--- config.mk ---
export PLATFORM = sky130hd
export DESIGN_NAME = instr_fetch_unit
export DESIGN_NICKNAME = d
export VERILOG_FILES = /design/src/rtl/instr_fetch_unit.sv
export SDC_FILE = /design/constraint.sdc
export NUM_CORES = 1
export LEC_CHECK = 0
export ABC_AREA = 1
export BUFFER_PORTS_ARGS = -buffer_cell sky130_fd_sc_hd__buf_2
export CAP_MARGIN = 5
export CORE_MARGIN = 2
export CORE_UTILIZATION = 55
export DETAILED_ROUTE_END_ITERATION = 6
export PLACE_DENSITY = 0.8
export REMOVE_ABC_BUFFERS = 1
export SLEW_MARGIN = 20
export SYNTH_ARGS = -nofsm -noshare
export SYNTH_HDL_FRONTEND = slang
export SYNTH_SLANG_ARGS = --single-unit
--- constraint.sdc ---
create_clock -name clk -period 6.8 [get_ports clk]
set_clock_uncertainty 0.15 [all_clocks]
set_input_delay 1.36 -clock clk [delete_from_list [all_inputs] [get_ports clk]]
set_output_delay 1.36 -clock clk [all_outputs]
set_load 0.1 [all_outputs]
--- src/rtl/instr_fetch_unit.sv ---
// Fetch stage: holds the PC, issues word requests to instruction memory and
// buffers in-order responses for decode; redirects flush and drop wrong-path data.
module instr_fetch_unit #(
    parameter logic [31:0] RESET_PC   = 32'h0000_0000,
    parameter int unsigned FIFO_DEPTH = 2
) (
    input  logic        clk,
    input  logic        rst,
    output logic        imem_req_valid,
    input  logic        imem_req_ready,
    output logic [31:0] imem_req_addr,
    input  logic        imem_rsp_valid,
    input  logic [31:0] imem_rsp_data,
    input  logic        redirect_valid,
    input  logic [31:0] redirect_pc,
    output logic        id_valid,
    input  logic        id_ready,
    output logic [31:0] id_instr,
    output logic [31:0] id_pc,
    output logic [31:0] id_pc_plus4,
    output logic [24:0] id_imm_field
);
    localparam int unsigned PW = $clog2(FIFO_DEPTH);
    localparam int unsigned CW = $clog2(FIFO_DEPTH + 1);

    typedef enum logic {FETCH, DRAIN} state_t;

    state_t        state;
    logic [31:0]   pc;
    logic [31:0]   buf_instr [FIFO_DEPTH];
    logic [31:0]   buf_pc    [FIFO_DEPTH];
    logic [31:0]   addr_q    [FIFO_DEPTH];
    logic [PW-1:0] buf_rd, buf_wr, aq_rd, aq_wr;
    logic [CW-1:0] fifo_count, outstanding, drop_cnt;
    logic [CW:0]   in_use, drop_next;
    logic          accept, enq, deq;
    logic          unused_redirect_lsbs;

    assign unused_redirect_lsbs = ^redirect_pc[1:0];

    // Credit rule: a request is only issued when its response is guaranteed a slot.
    assign in_use         = (CW+1)'(outstanding) + (CW+1)'(fifo_count);
    assign imem_req_valid = !rst && (state == FETCH) && (in_use < (CW+1)'(FIFO_DEPTH));
    assign imem_req_addr  = pc;
    assign accept         = imem_req_valid && imem_req_ready;
    assign enq            = (state == FETCH) && imem_rsp_valid && !redirect_valid;
    assign deq            = id_valid && id_ready && !redirect_valid;

    // In DRAIN outstanding is zero and in FETCH drop_cnt is zero, so one sum serves both.
    assign drop_next = (CW+1)'(drop_cnt) + (CW+1)'(outstanding) + (CW+1)'(accept)
                     - (CW+1)'(imem_rsp_valid);

    assign id_valid     = (fifo_count != '0);
    assign id_instr     = id_valid ? buf_instr[buf_rd] : '0;
    assign id_pc        = id_valid ? buf_pc[buf_rd] : '0;
    assign id_pc_plus4  = id_valid ? (buf_pc[buf_rd] + 32'd4) : '0;
    assign id_imm_field = id_instr[31:7];

    always_ff @(posedge clk or posedge rst) begin
        if (rst) begin
            state       <= FETCH;
            pc          <= RESET_PC;
            buf_rd      <= '0;
            buf_wr      <= '0;
            aq_rd       <= '0;
            aq_wr       <= '0;
            fifo_count  <= '0;
            outstanding <= '0;
            drop_cnt    <= '0;
        end else if (redirect_valid) begin
            pc          <= {redirect_pc[31:2], 2'b00};
            buf_rd      <= '0;
            buf_wr      <= '0;
            aq_rd       <= '0;
            aq_wr       <= '0;
            fifo_count  <= '0;
            outstanding <= '0;
            drop_cnt    <= drop_next[CW-1:0];
            state       <= (drop_next[CW-1:0] != '0) ? DRAIN : FETCH;
        end else begin
            if (accept) begin
                pc    <= pc + 32'd4;
                aq_wr <= aq_wr + PW'(1);
            end
            if (enq) begin
                buf_wr <= buf_wr + PW'(1);
                aq_rd  <= aq_rd + PW'(1);
            end
            if (deq) begin
                buf_rd <= buf_rd + PW'(1);
            end
            outstanding <= outstanding + CW'(accept) - CW'(enq);
            fifo_count  <= fifo_count + CW'(enq) - CW'(deq);
            if (state == DRAIN && imem_rsp_valid) begin
                drop_cnt <= drop_cnt - CW'(1);
                if (drop_cnt == CW'(1)) begin
                    state <= FETCH;
                end
            end
        end
    end

    always_ff @(posedge clk) begin
        if (accept && !redirect_valid) begin
            addr_q[aq_wr] <= pc;
        end
        if (enq) begin
            buf_instr[buf_wr] <= imem_rsp_data;
            buf_pc[buf_wr]    <= addr_q[aq_rd];
        end
    end

    rsp_without_request : assert property (@(posedge clk) disable iff (rst)
        !((state == FETCH) && imem_rsp_valid && (outstanding == '0)));

endmodule

======== Yosys cells after proc, flatten, opt, wreduce, memory -nomap -nowiden ========
Memory sizes are Yosys's and may differ from the RTL's.
Index checks and enable logic that the tools add are counted.
cells by class
  bitwise operators ....................... 1
  reduce and logical (&&, ||, !) cells .... 19
  equal/unequal tests ..................... 1
  magnitude comparators ................... 1
  $add $sub $neg .......................... 15
  mux-type cells .......................... 25
operator list
  kind                   number
  $mux 32                5
  $add 32x3->32 const B  2
  $mux 1                 16
  $reduce_bool 2->1      7
  $logic_and 1x1->1      9
  $mux 2                 4
  $add 2x1->2            3
  $sub 2x1->2            3
  $add 1x1->1 const B    4
  $add 2x2->3            1
  $lt 3x2->1 const B     1
  $add 2x2->2            1
  $eq 2x1->1 const B     1
  $logic_not 1->1        2
  $reduce_and 2->1       1
  $sub 2x1->2 const B    1
  $not 1->1              1
word-level totals
  memories ................................ 3
  word-level logic and storage cells ...... 74
  input bits .............................. 70
  RAM bits ................................ 192
  output and inout bits ................... 155
  flip-flop bits (word level) ............. 43
memory list
  memory     words  bits a word  read ports  clocked after Yosys merged registers in  write ports  RTL line  source
  addr_q     2      32           1           0                                        1            32        logic [31:0] addr_q [FIFO_DEPTH];
  buf_instr  2      32           1           0                                        1            30        logic [31:0] buf_instr [FIFO_DEPTH];
  buf_pc     2      32           1           0                                        1            31        logic [31:0] buf_pc [FIFO_DEPTH];

======== Longest topological paths before layout ========
Gate-level depths: netlist (run 1).
  word-level depth ........................ 9
  mapped depth ............................ 14
  mapped depth without buffers ............ 13

======== Worst setup path before layout (run 1) ========
Ideal clock, no wire load.
  path type ............................... register -> output
  start point ............................. register buf_rd
  end point ............................... output id_pc_plus4[20]
  arrival ................................. 3.818 ns
  cell stages (with the launch flop) ...... 9
  data required time ...................... 5.290 ns
  slack ................................... 1.472 ns
  cells stage by stage .................... dfrtp_1 -> buf_6 -> buf_6 -> nand2_1 -> nand2_1 -> inv_1 -> nor2_1 -> nor2_1 -> a21oi_1
on the way
  cells in the longest elaborated chain, start to end .. 3
RTL lines
  what                    RTL line  source
  start, declared         33        logic [PW-1:0] buf_rd, buf_wr, aq_rd, aq_wr;
  start signal, assigned  90        buf_rd <= buf_rd + PW'(1);
  $mem_v2 2x32            n/a
  $add 32x3->32           56        assign id_pc_plus4 = id_valid ? (buf_pc[buf_rd] + 32'd4) : '0;
  $mux 32                 56
  end, declared           20        output logic [31:0] id_pc_plus4,
Every way passes these cells.

======== Worst setup path after layout (run 1) ========
  start point ............................. register buf_rd
  end point ............................... output id_pc_plus4[30]
Same word-level chain as after synthesis.

==> flow_summary_export.csv, run 1 <==
group,metric,value,unit
outcome,outcome,"finished clean",
sta,max_freq,0.193,GHz
cells_and_area,areaGrowthSynthToFinish,16.5,%
power,vdd_drop_max,0.000239,V
cts,holdBufCountCts,0,
floorplanning,io_pins,225,
drt,antenna_left,0,
synthesis,yosys_register_bits,225,
cts,cts_max_path_buffers,3,
synthesis,synth_top_family_by_area,"simple AND/OR/NAND/NOR gates",
synthesis,synth_mux_area_share,3.06,%
power,power_density,421,nW/um2
critical_path,arrival,3670,ps
sta,worst_slew_pin_slew,941,ps
sta,fin_crit,5180,ps
cells_and_area,drive_gt1_share,23.9,%
drt,drt-initial-drc-count,503,
synthesis,synthTopCellsByArea,"edfxtp_1 50%, nand2_1 12%, dfrtp_1 9.3%, nor2_1 4.1%, inv_1 3.7%",
sta,rsz0062_at_grt,"no",
floorplanning,coreArea,19600,um2
drt,drt_wl_total,25100,um
floorplanning,die_area,21200,um2
sta,hold_viol_final,0,
sta,max_slew_margin,37.1,%
cts,insertion_delay,500,ps
critical_path,cpMaxStageDelayCell,"buf_4",
place,port_buffers,216,
critical_path,critPathMaxStageDelay,600,ps
synthesis,synth_top_area_share,50.0,%
run,drv_cap,0,
floorplanning,die_w,146,um
cts,clkTransAtPathRegs,60,ps
cells_and_area,diodes,0,
cells_and_area,design_area,12900,um2
critical_path,cp-start-kind,"register",
cts,post_cts_buffers,0,
critical_path,cp-end-kind,"output pin",
floorplanning,die_h,146,um
power,intPower,0.00275,W
synthesis,synth_cell_type_count,39,
critical_path,cp_common_cell,"nand2_1",
global_routing,grt_start_max_net_pins,78,
drt,dr.pass1.iters,7,
cts,cts.sinks,225,
cts,cts_tree,"done",
drt,drc_errors,0,
global_routing,grt_pass1_vias,8041,
place,dp_hpwl,17500,um
critical_path,crit_chain,"buf_4 -> o21ai_1 -> inv_1 -> ha_1 -> nand2_1 -> nor2_2 -> nand2_1 -> nor2_2 -> nand3_1 -> nand2_1 -> nand2_1 -> inv_1 -> buf_2",
critical_path,required,5290,ps
global_routing,antenna_found_initial,0,
critical_path,critPathKind,"register to output pin",
power,p_sw,0.00267,W
cts,cts-buffers-inserted,23,
synthesis,synth_compound_area_share,5.02,%
power,p_leak,5.74,nW
sta,period_share,76.1,%
sta,setup_violations,0,
floorplanning,num_rows,51,
synthesis,ys_seq_area_share,59.3,%
power,pwr-share-seq,32.4,%
place,place_congestion,0.919,
drt,viasPerCell,5.18,
synthesis,syn_area,11000,um2
synthesis,synth-simple-area-share,21.7,%
global_routing,track_usage,23.2,%
drt,vias,8404,
critical_path,path_max_fanout,77,
global_routing,grt_pass1_wl,40000,um
cts,htreeDepth,1,
cells_and_area,post-route-util,65.7,%
worst_hold_path,min_path_type,"register to register",
synthesis,avgSynthCellArea,9.57,um2
synthesis,synth_fa_ha_area_share,1.27,%
drt,wl_per_cell,15.5,um
synthesis,syn-instance-count,1155,
cells_and_area,nets,1422,
synthesis,synth.largest_area_cell,"edfxtp_1",
power,switching_share,49.3,%
synthesis,ys_warn_count,0,
sta,slew_viol_final,0,
place,place_area,12100,um2
power,pwr-share-comb,44.8,%
global_routing,grt-ovfl-total,0,
cts,cts_root_buffer,"clkbuf_16",
floorplanning,start_util,56.4,%
synthesis,synth_xor_area_share,1.74,%
power,power_frac_clock,22.8,%
cts,cts_resized,0,
sequential cells by signal, summed over array words and instances, names as in the netlist, 2 cells and up:
signal         flops
addr_q            60
buf_instr         64
buf_pc            60
drop_cnt           2
fifo_count         2
imem_req_addr     30
outstanding        2
power by group through the flow:
| stage | combinational (W) | clock [W] | sequential [W] |
|---|---|---|---|
| finish | 0.00243 | 0.00124 | 0.00175 |
| global route | 0.00255 | 0.00130 | 0.00177 |
| CTS | 0.00243 | 0.00125 | 0.00175 |
| detailed placement | 0.00243 | 0 | 0.00178 |
| global placement | 0.00240 | 0 | 0.00177 |
| floorplan | 0.00181 | 0 | 0.00197 |
Yosys cell counts, drive strengths merged:
cell type	count
mux2	30
a41oi	1
nand4	11
o21a	2
inv	112
or2	1
dfrtp	41
o211ai	5
conb	1
o31ai	2
clkbuf	18
xor2	11
a22oi	1
buf	50
ha	8
clkinv	3
xnor2	11
nand3b	3
a21oi	50
fa	2
nand3	52
a211oi	1
o21bai	5
nor2	135
nor3	5
o21ai	33
o22ai	1
nand2	376
edfxtp	184
final cells by class:
cell class / instances / area (um2)
Sequential cell: 225 / 6550
Fill cell: 1557 / 6720
Clock inverter: 11 / 133
Multi-Input combinational cell: 752 / 3670
Tap cell: 265 / 332
Timing Repair Buffer: 225 / 1150
Inverter: 115 / 432
Clock buffer: 30 / 602
path summary, 6_finish.rpt:
check	start	end	slack [ps]	cells past startpoint
worst max-delay path	buf_rd	id_pc_plus4[30]	1620	13
worst min-delay path	addr_q[1][8]	buf_pc[0][8]	420	1
worst max register to register	fifo_count[0]	addr_q[0][25]	3650	8
worst min register to register	addr_q[1][8]	buf_pc[0][8]	420	1
max in group asynchronous	rst	buf_rd	5260	3
min in group asynchronous	rst	imem_req_addr[8]	830	3
worst max-delay path: cells and delay by family (launching register included):
kind                     cells  cell delay, ps
adder cells (fa/ha/maj)      1             180
flip-flops                   1             360
AO/OA/AOI/OAI                1             330
AND/OR/NAND/NOR              7            1030
buffers and inverters        4            1240
per-stage QoR:
step                std cells  hold slack (ps)  TNS [ps]  total power, W  setup slack, ps
detailed placement       1582              398         0         0.00421             2070
global placement         1582              393         0         0.00417             2120
global route             1623              429         0         0.00562             1260
finish                   1623              417         0         0.00542             1620
floorplan                1092              332     -5930         0.00378             -571
CTS                      1623              418         0         0.00544             1540
kinds of logic after synthesis:
kind of cell,count (synthesis)
other,1
multiplexers,30
adder cells (fa/ha/maj),10
buffers and inverters,183
AO/OA/AOI/OAI,101
flip-flops,225
AND/OR/NAND/NOR,583
XOR/XNOR,22
layer usage:
metal	vias up	global-route usage, %	part of all wire [%]
met1	3904	30.4	42
met3	41	3.89	7.5
met4	0	7.25	2.1
met2	336	39.9	48
li1	4123	-	-
met5	-	0	0
cells in the final DEF (no fill, tap or decap), drive strengths merged, types with 5 or more instances in the layout:
cell    synthesis  final
nor2          135    135
clkbuf         18     30
ha              8      8
clkinv          3      9
o21ai          33     33
o21bai          5      5
nor3            5      5
xor2           11     11
buf            50    225
dfrtp          41     41
nand2         376    376
conb            1      6
nand4          11     11
edfxtp        184    184
a21oi          50     50
xnor2          11     11
mux2           30     30
o211ai          5      5
inv           112    112
nand3          52     52
(Power assumes the default switching activity.)
==> run 2, diff against run 1 <==
- ABC_AREA: 1 -> 0
- clock period: 6.8 -> 4.8 ns (I/O delays scaled with it)
==> flow_summary_export.csv, run 2 <==
group,metric,value,unit
floorplanning,num_rows,50,
place,place_area,11600,um2
power,intPower,0.00380,W
cts,cts_tree,"done",
cts,htreeDepth,1,
drt,antenna_left,0,
cts,cts_root_buffer,"clkbuf_16",
global_routing,grt_pass1_vias,6402,
synthesis,synthTopCellsByCount,"184 x edfxtp_1, 90 x nor2_1, 64 x nand2_1",
sta,max_freq,0.219,GHz
synthesis,synth_flop_cell,"edfxtp_1",
power,p_leak,4.82,nW
critical_path,cp-end-kind,"output pin",
critical_path,cp-start-kind,"register",
global_routing,grt_pass1_wl,32700,um
synthesis,ys_seq_area_share,62.1,%
cts,holdBufCountCts,0,
power,pwr-share-comb,39.5,%
cts,cts.sinks,225,
drt,drt_wl_total,20800,um
sta,slew_viol_final,0,
floorplanning,coreArea,18800,um2
global_routing,track_usage,20.2,%
synthesis,syn-instance-count,820,
power,switching_share,44.2,%
critical_path,path_max_fanout,21,
sta,period_share,95.2,%
global_routing,antenna_found_initial,0,
cells_and_area,largest_register_ffs,64,
synthesis,ys_warn_count,0,
sta,worst_slew_pin_slew,802,ps
floorplanning,die_w,143,um
cells_and_area,final_common_cell,"buf_2",
cells_and_area,diodes,0,
synthesis,syn_area,10600,um2
sta,fin_crit,4570,ps
power,power,0.00681,W
critical_path,cpMaxStageDelayCell,"dfrtp_4",
cts,clkTransAtPathRegs,60,ps
worst_hold_path,min_path_type,"register to register",
power,p_sw,0.00301,W
cells_and_area,design_area,12400,um2
critical_path,cp_common_cell,"mux2_2",
critical_path,crit_chain,"mux2_2 -> ha_1 -> a21boi_1 -> nand4_1 -> nor4bb_2 -> mux2_2 -> buf_2",
cells_and_area,largest-register,"buf_instr",
place,port_buffers,216,
floorplanning,start_util,56.2,%
drt,vias,6839,
power,power_frac_clock,25.3,%
cells_and_area,nets,1092,
floorplanning,die_area,20300,um2
cts,cts_resized,0,
power,pwr-share-seq,35.1,%
sta,setup_slack,230,ps
critical_path,critPathKind,"register to output pin",
synthesis,avgSynthCellArea,12.9,um2
synthesis,synth.most_common_cell,"edfxtp_1",
synthesis,synth_edf_count,184,
global_routing,grt-ovfl-total,0,
cts,insertion_delay,490,ps
cells_and_area,areaGrowthSynthToFinish,17.4,%
critical_path,arrival,3460,ps
synthesis,synth_cell_type_count,58,
drt,drt-met1-wl,9040,um
synthesis,synth.largest_area_cell,"edfxtp_1",
power,power_density,550,nW/um2
cells_and_area,drive_gt1_share,32.1,%
cts,cts-buffers-inserted,23,
synthesis,yosys_register_bits,225,
power,vdd_drop_max,0.000283,V
drt,wl_met3,1200,um
place,place_congestion,0.817,
cells_and_area,reg.largest.list,"buf_instr x64, addr_q x60, buf_pc x60",
floorplanning,io_pins,225,
global_routing,grt_start_max_net_pins,77,
sta,hold_viol_final,0,
drt,wl_met2,10200,um
cells_and_area,final_cell_mix,"216 x buf_2, 184 x edfxtp_1, 88 x nor2_1",
critical_path,critPathMaxStageDelay,620,ps
drt,viasPerCell,5.42,
drt,wl_per_cell,16.4,um
run,drv_cap,0,
place,preCtsSetupSlack,582,ps
place,dp_hpwl,14500,um
sta,setup_violations,0,
synthesis,async_reset_ff_share,18.2,%
floorplanning,die_h,143,um
critical_path,required,3690,ps
synthesis,synthTopCellsByArea,"edfxtp_1 52%, dfrtp_1 9.7%, mux2i_1 5.4%, mux2_2 4.3%, xnor2_1 3.2%",
outcome,outcome,"finished clean",
drt,top_layer,"met4",
sta,max_slew_margin,46.5,%
drt,dr.pass1.iters,5,
cts,cts_max_path_buffers,3,
drt,drc_errors,0,
sta,rsz0062_at_grt,"no",
drt,drt-initial-drc-count,397,
synthesis,synth_top_area_share,52.4,%
cts,post_cts_buffers,0,
run 2: final timing paths:
check,startpoint,endpoint,slack (ps),cells after the start
max,buf_rd,id_pc_plus4[26],230,7
min,imem_req_addr[31],addr_q[1][31],390,0
max in group asynchronous,rst,imem_req_addr[30],3200,3
max reg2reg,fifo_count[0],imem_req_addr[28],1530,7
min reg2reg,imem_req_addr[31],addr_q[1][31],390,0
min in group asynchronous,rst,imem_req_addr[3],500,2
run 2: cell families after synthesis:
logic type / Yosys count / share of synthesized area [%]
AND/OR/NAND/NOR: 266 / 13.0
flip-flops: 225 / 62.1
multiplexers: 97 / 9.67
buffers and inverters: 88 / 4.98
AO/OA/AOI/OAI: 81 / 4.59
XOR/XNOR: 52 / 4.32
adder cells (fa/ha/maj): 10 / 1.33
other: 1 / 0.0355
run 2: critical path: cells and delay by family (launching register included):
family / cells / cell delay, ps
AOI/OAI and AO/OA: 1 / 280
DFF: 1 / 620
buffers and inverters: 1 / 290
adders and majority gates: 1 / 200
and+or+nand+nor: 2 / 910
muxes: 2 / 670
run 2: routing by layer:
layer	GRT usage (%)	up-vias
met1	27.1	3276
met2	34.9	218
met3	3.06	22
li1	-	3323
met5	0	-
met4	4.79	0
run 2: per-stage QoR:
stage / util [%] / hold slack, ps / TNS (ps) / cells
after floorplan: - / 369 / -209240 / 756
after global placement: 62.0 / 351 / 0 / 1221
after detailed placement: 62.0 / 369 / 0 / 1221
after CTS: 65.9 / 397 / 0 / 1262
after global routing: 66.0 / 397 / 0 / 1262
final: 66.0 / 394 / 0 / 1262
run 2: layout make-up:
cell class | count | area, um2
clock buffers | 31 | 636
clock inverters | 10 | 105
fillers | 1424 | 6380
inverters | 19 | 71.3
multi-input cells | 512 | 3530
flip-flops and latches | 225 | 6560
well taps | 234 | 293
repair buffers | 231 | 1200
run 2: power groups by stage:
stage | Clock, W | Sequential (W) | Combinational [W]
floorplan | 0 | 0.00263 | 0.00206
global placement | 0 | 0.00242 | 0.00267
detailed placement | 0 | 0.00243 | 0.00270
CTS | 0.00176 | 0.00239 | 0.00270
global route | 0.00184 | 0.00241 | 0.00282
finish | 0.00173 | 0.00239 | 0.00269
